<file path="config.mk">
export PLATFORM = sky130hd
export DESIGN_NAME = fft8_frame_loader_flat
export DESIGN_NICKNAME = d
export VERILOG_FILES = /design/src/rtl/fft8_frame_loader_if.sv /design/src/rtl/fft8_frame_loader.sv /design/src/flat_wrapper.sv
export SDC_FILE = /design/constraint.sdc
export NUM_CORES = 1
export LEC_CHECK = 0
export CAP_MARGIN = 40
export CORE_AREA = 4 4 324 326
export CTS_CLUSTER_DIAMETER = 40
export DETAILED_ROUTE_END_ITERATION = 6
export DIE_AREA = 0 0 328 330
export PLACE_DENSITY_LB_ADDON = 0.12
export SLEW_MARGIN = 20
export SYNTH_ARGS = -nofsm -noshare
export SYNTH_HDL_FRONTEND = slang
export SYNTH_SLANG_ARGS = --single-unit
</file>
<file path="constraint.sdc">
create_clock -name clk -period 13.46 [get_ports clk]
set_clock_uncertainty 0.05 [all_clocks]
set_input_delay 3.365 -clock clk [delete_from_list [all_inputs] [get_ports clk]]
set_output_delay 3.365 -clock clk [all_outputs]
set_load 0.02 [all_outputs]
</file>
<file path="src/rtl/fft8_frame_loader_if.sv">
// Handshake and frame buses between the sample source, the frame loader and the FFT8 core.
// The master side drives samples in and accepts frames out; the slave side is the loader.
interface fft8_frame_loader_if;
  logic         in_valid;
  logic         in_ready;
  logic [31:0]  in_re;
  logic [31:0]  in_im;
  logic         in_last;
  logic         frame_valid;
  logic         frame_ready;
  logic [255:0] A_r;
  logic [255:0] A_i;
  logic [127:0] W_r;
  logic [127:0] W_i;
  logic         frame_err;

  modport master (
    output in_valid, in_re, in_im, in_last, frame_ready,
    input  in_ready, frame_valid, A_r, A_i, W_r, W_i, frame_err
  );

  modport slave (
    input  in_valid, in_re, in_im, in_last, frame_ready,
    output in_ready, frame_valid, A_r, A_i, W_r, W_i, frame_err
  );
endinterface

</file>
<file path="src/rtl/fft8_frame_loader.sv">
// Serial-to-parallel loader for the 8-point FFT: packs complex samples into a two-bank
// ping-pong buffer and presents each full bank as A_r/A_i with the constant N=8 twiddles.
module fft8_frame_loader #(
  parameter bit CHECK_LAST = 1'b1
) (
  input logic                clk,
  input logic                rst,
  fft8_frame_loader_if.slave bus
);
  localparam logic [127:0] TW_RE = {32'hBF3504F3, 32'h00000000, 32'h3F3504F3, 32'h3F800000};
  localparam logic [127:0] TW_IM = {32'hBF3504F3, 32'hBF800000, 32'hBF3504F3, 32'h00000000};

  logic [31:0] re_mem [2][8];
  logic [31:0] im_mem [2][8];
  logic [1:0]  full;
  logic [1:0]  full_next;
  logic        wr_bank;
  logic        rd_bank;
  logic [2:0]  wr_idx;
  logic        err_q;

  logic accept;
  logic consume;
  logic idx_last;
  logic early_last;
  logic missing_last;

  assign bus.in_ready    = ~full[wr_bank];
  assign bus.frame_valid = full[rd_bank];
  assign bus.frame_err   = err_q;
  assign bus.W_r         = TW_RE;
  assign bus.W_i         = TW_IM;

  assign accept       = bus.in_valid & ~full[wr_bank];
  assign consume      = full[rd_bank] & bus.frame_ready;
  assign idx_last     = (wr_idx == 3'd7);
  assign early_last   = CHECK_LAST && bus.in_last && !idx_last;
  assign missing_last = CHECK_LAST && !bus.in_last && idx_last;

  // Read and write banks differ whenever both flags can change, so the updates never collide.
  always_comb begin
    full_next = full;
    if (consume) full_next[rd_bank] = 1'b0;
    if (accept && idx_last) full_next[wr_bank] = 1'b1;
  end

  always_ff @(posedge clk or posedge rst) begin
    if (rst) begin
      for (int b = 0; b < 2; b++) begin
        for (int k = 0; k < 8; k++) begin
          re_mem[1'(b)][3'(k)] <= '0;
          im_mem[1'(b)][3'(k)] <= '0;
        end
      end
      full    <= '0;
      wr_bank <= 1'b0;
      rd_bank <= 1'b0;
      wr_idx  <= '0;
      err_q   <= 1'b0;
    end else begin
      full  <= full_next;
      err_q <= accept && (early_last || missing_last);
      if (accept) begin
        re_mem[wr_bank][wr_idx] <= bus.in_re;
        im_mem[wr_bank][wr_idx] <= bus.in_im;
        if (idx_last) begin
          wr_bank <= ~wr_bank;
          wr_idx  <= '0;
        end else if (early_last) begin
          wr_idx  <= '0;
        end else begin
          wr_idx  <= wr_idx + 3'd1;
        end
      end
      if (consume) rd_bank <= ~rd_bank;
    end
  end

  always_comb begin
    bus.A_r = '0;
    bus.A_i = '0;
    for (int k = 0; k < 8; k++) begin
      bus.A_r[32*k +: 32] = re_mem[rd_bank][3'(k)];
      bus.A_i[32*k +: 32] = im_mem[rd_bank][3'(k)];
    end
  end
endmodule

</file>
<file path="src/flat_wrapper.sv">
// flat-port wrapper written by rule: the top's interface ports become plain ports
module fft8_frame_loader_flat 
#(
  parameter bit CHECK_LAST = 1'b1
)
  (clk, rst, bus_in_valid, bus_in_re, bus_in_im, bus_in_last, bus_frame_ready, bus_in_ready, bus_frame_valid, bus_A_r, bus_A_i, bus_W_r, bus_W_i, bus_frame_err);
  fft8_frame_loader_if bus_i ();
  input logic clk;
  input logic rst;
  input wire logic [$bits(bus_i.in_valid)-1:0] bus_in_valid;
  input wire logic [$bits(bus_i.in_re)-1:0] bus_in_re;
  input wire logic [$bits(bus_i.in_im)-1:0] bus_in_im;
  input wire logic [$bits(bus_i.in_last)-1:0] bus_in_last;
  input wire logic [$bits(bus_i.frame_ready)-1:0] bus_frame_ready;
  output wire logic [$bits(bus_i.in_ready)-1:0] bus_in_ready;
  output wire logic [$bits(bus_i.frame_valid)-1:0] bus_frame_valid;
  output wire logic [$bits(bus_i.A_r)-1:0] bus_A_r;
  output wire logic [$bits(bus_i.A_i)-1:0] bus_A_i;
  output wire logic [$bits(bus_i.W_r)-1:0] bus_W_r;
  output wire logic [$bits(bus_i.W_i)-1:0] bus_W_i;
  output wire logic [$bits(bus_i.frame_err)-1:0] bus_frame_err;
  assign bus_i.in_valid = bus_in_valid;
  assign bus_i.in_re = bus_in_re;
  assign bus_i.in_im = bus_in_im;
  assign bus_i.in_last = bus_in_last;
  assign bus_i.frame_ready = bus_frame_ready;
  assign bus_in_ready = bus_i.in_ready;
  assign bus_frame_valid = bus_i.frame_valid;
  assign bus_A_r = bus_i.A_r;
  assign bus_A_i = bus_i.A_i;
  assign bus_W_r = bus_i.W_r;
  assign bus_W_i = bus_i.W_i;
  assign bus_frame_err = bus_i.frame_err;
  fft8_frame_loader #(.CHECK_LAST(CHECK_LAST)) u_core (.clk(clk), .rst(rst), .bus(bus_i));
endmodule
</file>
==> reports/metrics.yaml, run 1 <==
clock_tree:
  numClockSinks: 520
  htreeDepth: 3
  ctsHoldBuffers: 0
  post_cts_resized: 0
  cts_buffer_depth: 3
  cts_tree: "yes"
  cts_setup_buffers: 0
  clk_pin_slew_ps: 50
  root_buffer: "clkbuf_16"
  numCtsBuffers: 100
  worstSkewPairLatency_ps: 650
critical_path:
  critPathMaxFanout: 62
  critPathKind: "flip-flop to output pin"
  crit_path_end_kind: "output pin"
  arrival_ps: 3910
  cp-start-kind: "flip-flop"
  cp.required_ps: 10050
  r2r_setup_slack_ps: 10520
global_route:
  overflow: 0
  grtUsageTotal_pct: 12.5
  grt_pass1_wl_um: 98800
  grt_max_degree: 72
  antenna_found_initial: 13
  grt_pass1_vias: 13300
pwr:
  vdd_drop_max_uv: 125
  power-per-cell-area_nw_per_um2: 256
  p_leak_nw: 13.3
place:
  gp_congestion: 0.717
  place_area_sq_um: 28400
  dpl.hpwl_um: 50000
  dp.cells: 3308
  portBuffers: 327
routing:
  drt_iter0_markers: 439
  vias: 12800
  drtPass1Iterations: 5
  drc: 0
  vias_per_cell: 3.65
  drtAntennaViolNets: 0
  post_drt_wl_per_cell_um: 20.5
  wirelength_um: 71900
synthesis:
  async_flop_share_pct: 50.8
  ys_warn_count: 0
  ys_ff_latch: 520
  synth_cell_type_count: 27
  ys.flop_type: "dfrtp_1"
  netlist_area_sq_um: 25400
  synth-edff-count: 256
  synth-seq-area-share_pct: 56.2
  syn_inst: 1644
  avgSynthCellArea_sq_um: 15.5
sta:
  maxSlewViolCount: 0
  setup_tns_ps: 0
  fin_crit_ps: 7330
  tightest_slew_ps: 858
  slew_headroom_pct: 42.8
  setup_viol: 0
  rsz0062_at_grt: "false"
  max_freq_mhz: 136
  hold_viol: 0
  min_period_over_period_pct: 54.4
  whs_ps: 446
floorplan:
  initial_core_util_pct: 25.0
  num_rows: 117
  fp.dieArea_sq_um: 108000
  pin_count: 840
  core_sq_um: 102000
  die_y_um: 330
  die_w_um: 328
layout:
  stdcell_count: 3501
  final_util_pct: 31.4
  final_cell_area_sq_um: 32000
  nets: 2115
  layout_commonest_cell: "conb_1"
  nFillCells: 10000
  layout_common_cells: "512 x conb_1, 336 x mux2_2, 327 x clkdlybuf4s50_1"
  drive_gt1_share_pct: 34.1
  ff_latch_area_sq_um: 14300
  multi_input_area_sq_um: 8670
  synthToLayoutAreaGrowth_pct: 25.7
min_path:
  hold_class: "flip-flop to flip-flop"
flow_run:
  cap_viol_max_count: 0
status:
  status: "complete, no violations"
[state kept, by name (all words and copies together) (netlist names)]
name,flops
u_core.bus.frame_err,1
u_core.full,2
u_core.im_mem,256
u_core.rd_bank,1
u_core.re_mem,256
u_core.wr_bank,1
u_core.wr_idx,3
[critical path, cell delays in order (launching register included)]
cell	delay, ps
dfrtp_4	700
buf_16	270
buf_4	380
buf_16	260
buf_4	270
buf_16	300
mux2_2	380
clkdlybuf4s50_1	570
[through the flow]
stage	total power [mW]	setup WS (ps)
2_1_floorplan	4.44	2780
3_3_place_gp	5.63	6170
3_5_place_dp	5.67	6470
4_1_cts	8.34	5730
5_1_grt	8.57	5910
6_report	8.18	6130
[where the power goes]
group / switching (mW) / total [mW] / internal [mW]
Clock: 0.889 / 2.60 / 1.71
Sequential: 0.279 / 2.36 / 2.08
Combinational: 1.54 / 3.22 / 1.69
[per-layer routing]
metal | routed length, um | track usage [%] | up-vias | part of all wire [%]
met3 | 5900 | 4.80 | 101 | 8.2
met2 | 38200 | 22.8 | 498 | 53
met4 | 1330 | 3.14 | 10 | 1.8
met5 | 73 | 0 | - | 0.10
met1 | 26500 | 13.7 | 6561 | 37
li1 | - | - | 5612 | -
[worst paths after layout]
check,cells past startpoint,startpoint,end
setup reg to reg,5,u_core.wr_bank,u_core.im_mem[413]
min in group asynchronous,2,rst,u_core.bus.frame_err
setup / recovery,7,u_core.rd_bank,bus_A_r[3]
max in group asynchronous,5,rst,u_core.re_mem[418]
hold reg to reg,1,u_core.im_mem[505],u_core.im_mem[505]
hold / removal,1,u_core.im_mem[505],u_core.im_mem[505]
[kinds of logic after synthesis]
group                      Yosys count  share of synthesized area (%)
adders and majority gates            3                          0.148
buffers and inverters              573                           17.4
muxes                              517                           25.5
AOI/OAI and AO/OA                    5                          0.128
DFF                                520                           56.2
other                                2                         0.0295
and+or+nand+nor                     24                          0.581
[synthesized netlist by cell type (3+ instances only)]
| cell type | number | area share [%] |
|---|---|---|
| buf_12 | 12 | 0.94 |
| buf_2 | 21 | 0.41 |
| buf_4 | 512 | 15 |
| buf_6 | 16 | 0.71 |
| clkbuf_1 | 10 | 0.15 |
| dfrtp_1 | 264 | 26 |
| edfxtp_1 | 256 | 30 |
| ha_1 | 3 | 0.15 |
| mux2_2 | 336 | 15 |
| mux2_4 | 180 | 11 |
| nand2_1 | 5 | 0.074 |
| nor2_1 | 6 | 0.089 |
| nor3b_1 | 4 | 0.12 |
[layout make-up]
type,count,share of cell area (%)
repair buffers,358,11.6
clock inverters,71,2.85
multi-input cells,1061,27.1
well taps,1368,5.35
inverters,2,0.0470
diodes,4,0.0313
clock buffers,117,8.28
flip-flops and latches,520,44.7
Power figures use the tool's default switching activity.
==> run 2: changes to the inputs <==
- clock period: 13.46 -> 6.5 ns (I/O delays scaled with it)
==> run 2 against run 1 <==
  * Utilization increased by 0.44 points
  * Global-route usage decreased by 0.073 points
  * Final area increased by 1.4%
  * Sequential power increased by 100%
  * Count of clock-buffer cells in the layout increased by 23
  * First-iteration DRC count decreased by 21%
  * Hold slack improved by 0.65 ps
  * Non-clock buffer count increased by 2
  * Die area unchanged
  * Flip-flop and latch count unchanged
  * Register-to-register slack got worse by 6700 ps
  * Critical path type unchanged
==> reports/metrics.yaml, run 2 (synthesis results as in run 1) <==
sta:
  whs_ps: 446
  fin_ws_ps: 1710
  maxSlewViolCount: 0
  hold_viol: 0
  tightest_slew_ps: 860
  min_period_over_period_pct: 73.7
  rsz0062_at_grt: "false"
  fin_crit_ps: 4790
  setup_viol: 0
  setup_tns_ps: 0
  slew_headroom_pct: 42.7
  max_freq_mhz: 209
clock_tree:
  ctsHoldBuffers: 0
  clk_pin_slew_ps: 50
  htreeDepth: 3
  numCtsBuffers: 106
  cts_buffer_depth: 3
  worstSkewPairLatency_ps: 640
  numClockSinks: 520
  cts_tree: "yes"
  root_buffer: "clkbuf_16"
  post_cts_resized: 0
  cts_setup_buffers: 0
floorplan:
  die_y_um: 330
  initial_core_util_pct: 25.0
  num_rows: 117
  fp.dieArea_sq_um: 108000
  die_w_um: 328
  pin_count: 840
  core_sq_um: 102000
layout:
  synthToLayoutAreaGrowth_pct: 27.5
  layout_common_cells: "512 x conb_1, 336 x mux2_2, 327 x clkdlybuf4s50_1"
  final_cell_area_sq_um: 32400
  drive_gt1_share_pct: 34.5
  nets: 2123
  reg.largest.list: "u_core.im_mem (256), u_core.re_mem (256), u_core.wr_idx (3)"
  stdcell_count: 3517
  layout_commonest_cell: "conb_1"
pwr:
  vdd_drop_max_uv: 240
  power-per-cell-area_nw_per_um2: 543
  p_leak_nw: 13.6
global_route:
  grt_busiest_layer: "met2"
  overflow: 0
  met1_usage_pct: 15.1
  grt_max_degree: 123
  grt_pass1_wl_um: 98600
  use_met2_pct: 21.0
  grtUsageTotal_pct: 12.5
  grt_pass1_vias: 13300
  antenna_found_initial: 10
  grt_util_met3_pct: 3.95
routing:
  post_drt_wl_per_cell_um: 20.2
  drtPass1Iterations: 4
  drc: 0
  vias: 12800
  drt_iter0_markers: 348
  wirelength_um: 71100
  vias_per_cell: 3.65
  drtAntennaViolNets: 0
critical_path:
  critPathKind: "flip-flop to output pin"
  arrival_ps: 3120
  r2r_start: "u_core.wr_bank"
  cp-startpoint: "u_core.rd_bank"
  critPathMaxFanout: 55
  cp.required_ps: 4830
  crit_path_end_kind: "output pin"
  cp-start-kind: "flip-flop"
flow_run:
  cap_viol_max_count: 0
place:
  gp_congestion: 0.693
  dp.cells: 3311
  pre_cts_ws_ps: 2100
  dpl.hpwl_um: 47600
  portBuffers: 327
  place_area_sq_um: 28400
status:
  status: "complete, no violations"
min_path:
  worst_hold_startpoint: "u_core.im_mem[502]"
  hold_class: "flip-flop to flip-flop"
## run 2: cell types whose count changed in the layout (fill, tap and decap cells not counted), sizes merged
cell	delta
diode	+1
clkbuf	+23
bufinv	+11
inv	-4
buf	+2
clkinvlp	-11
clkinv	-6
## run 2: power by group
part | total [mW] | switching (mW) | internal, mW
combinational | 6.77 | 3.28 | 3.50
clock | 6.04 | 1.80 | 4.24
sequential | 4.79 | 0.477 | 4.31
total | 17.6 | 5.56 | 12.0
## run 2: layout make-up
class	instances	area, sq um
Antenna cell	5	12.5
Clock buffer	140	2980
Clock inverter	61	1040
Fill cell	10000	69300
Inverter	2	11.3
Multi-Input combinational cell	1061	8670
Sequential cell	520	14300
Tap cell	1368	1710
Timing Repair Buffer	360	3710
## run 2: worst max-delay path, stage by stage, from the launching register on
cell and delay, ps:
dfrtp_4 760, buf_12 300, buf_12 340, mux2_2 410
clkdlybuf4s50_1 580
## run 2: metal layers
metal | wire length, um | up-vias | part of all wire [%]
met4 | 1490 | 8 | 2.1
met5 | 55 | - | 0.077
met3 | 5310 | 111 | 7.5
li1 | - | 5641 | -
met2 | 35400 | 499 | 50
met1 | 28900 | 6588 | 41
## run 2: metrics by stage
step	total power, mW	util [%]
after floorplan	9.19	-
after CTS	18.0	31.9
final	17.6	31.9
after global placement	11.7	27.8
after global routing	18.4	31.9
after detailed placement	11.8	27.9
## run 2: path summary, 6_finish.rpt
kind	slack [ps]	to	cells after the start
worst min register to register	450	u_core.im_mem[502]	1
worst max register to register	3790	u_core.re_mem[415]	4
worst min-delay path	450	u_core.im_mem[502]	1
max in group asynchronous	3510	u_core.im_mem[426]	4
worst max-delay path	1710	bus_A_r[33]	4
min in group asynchronous	1500	u_core.im_mem[511]	3
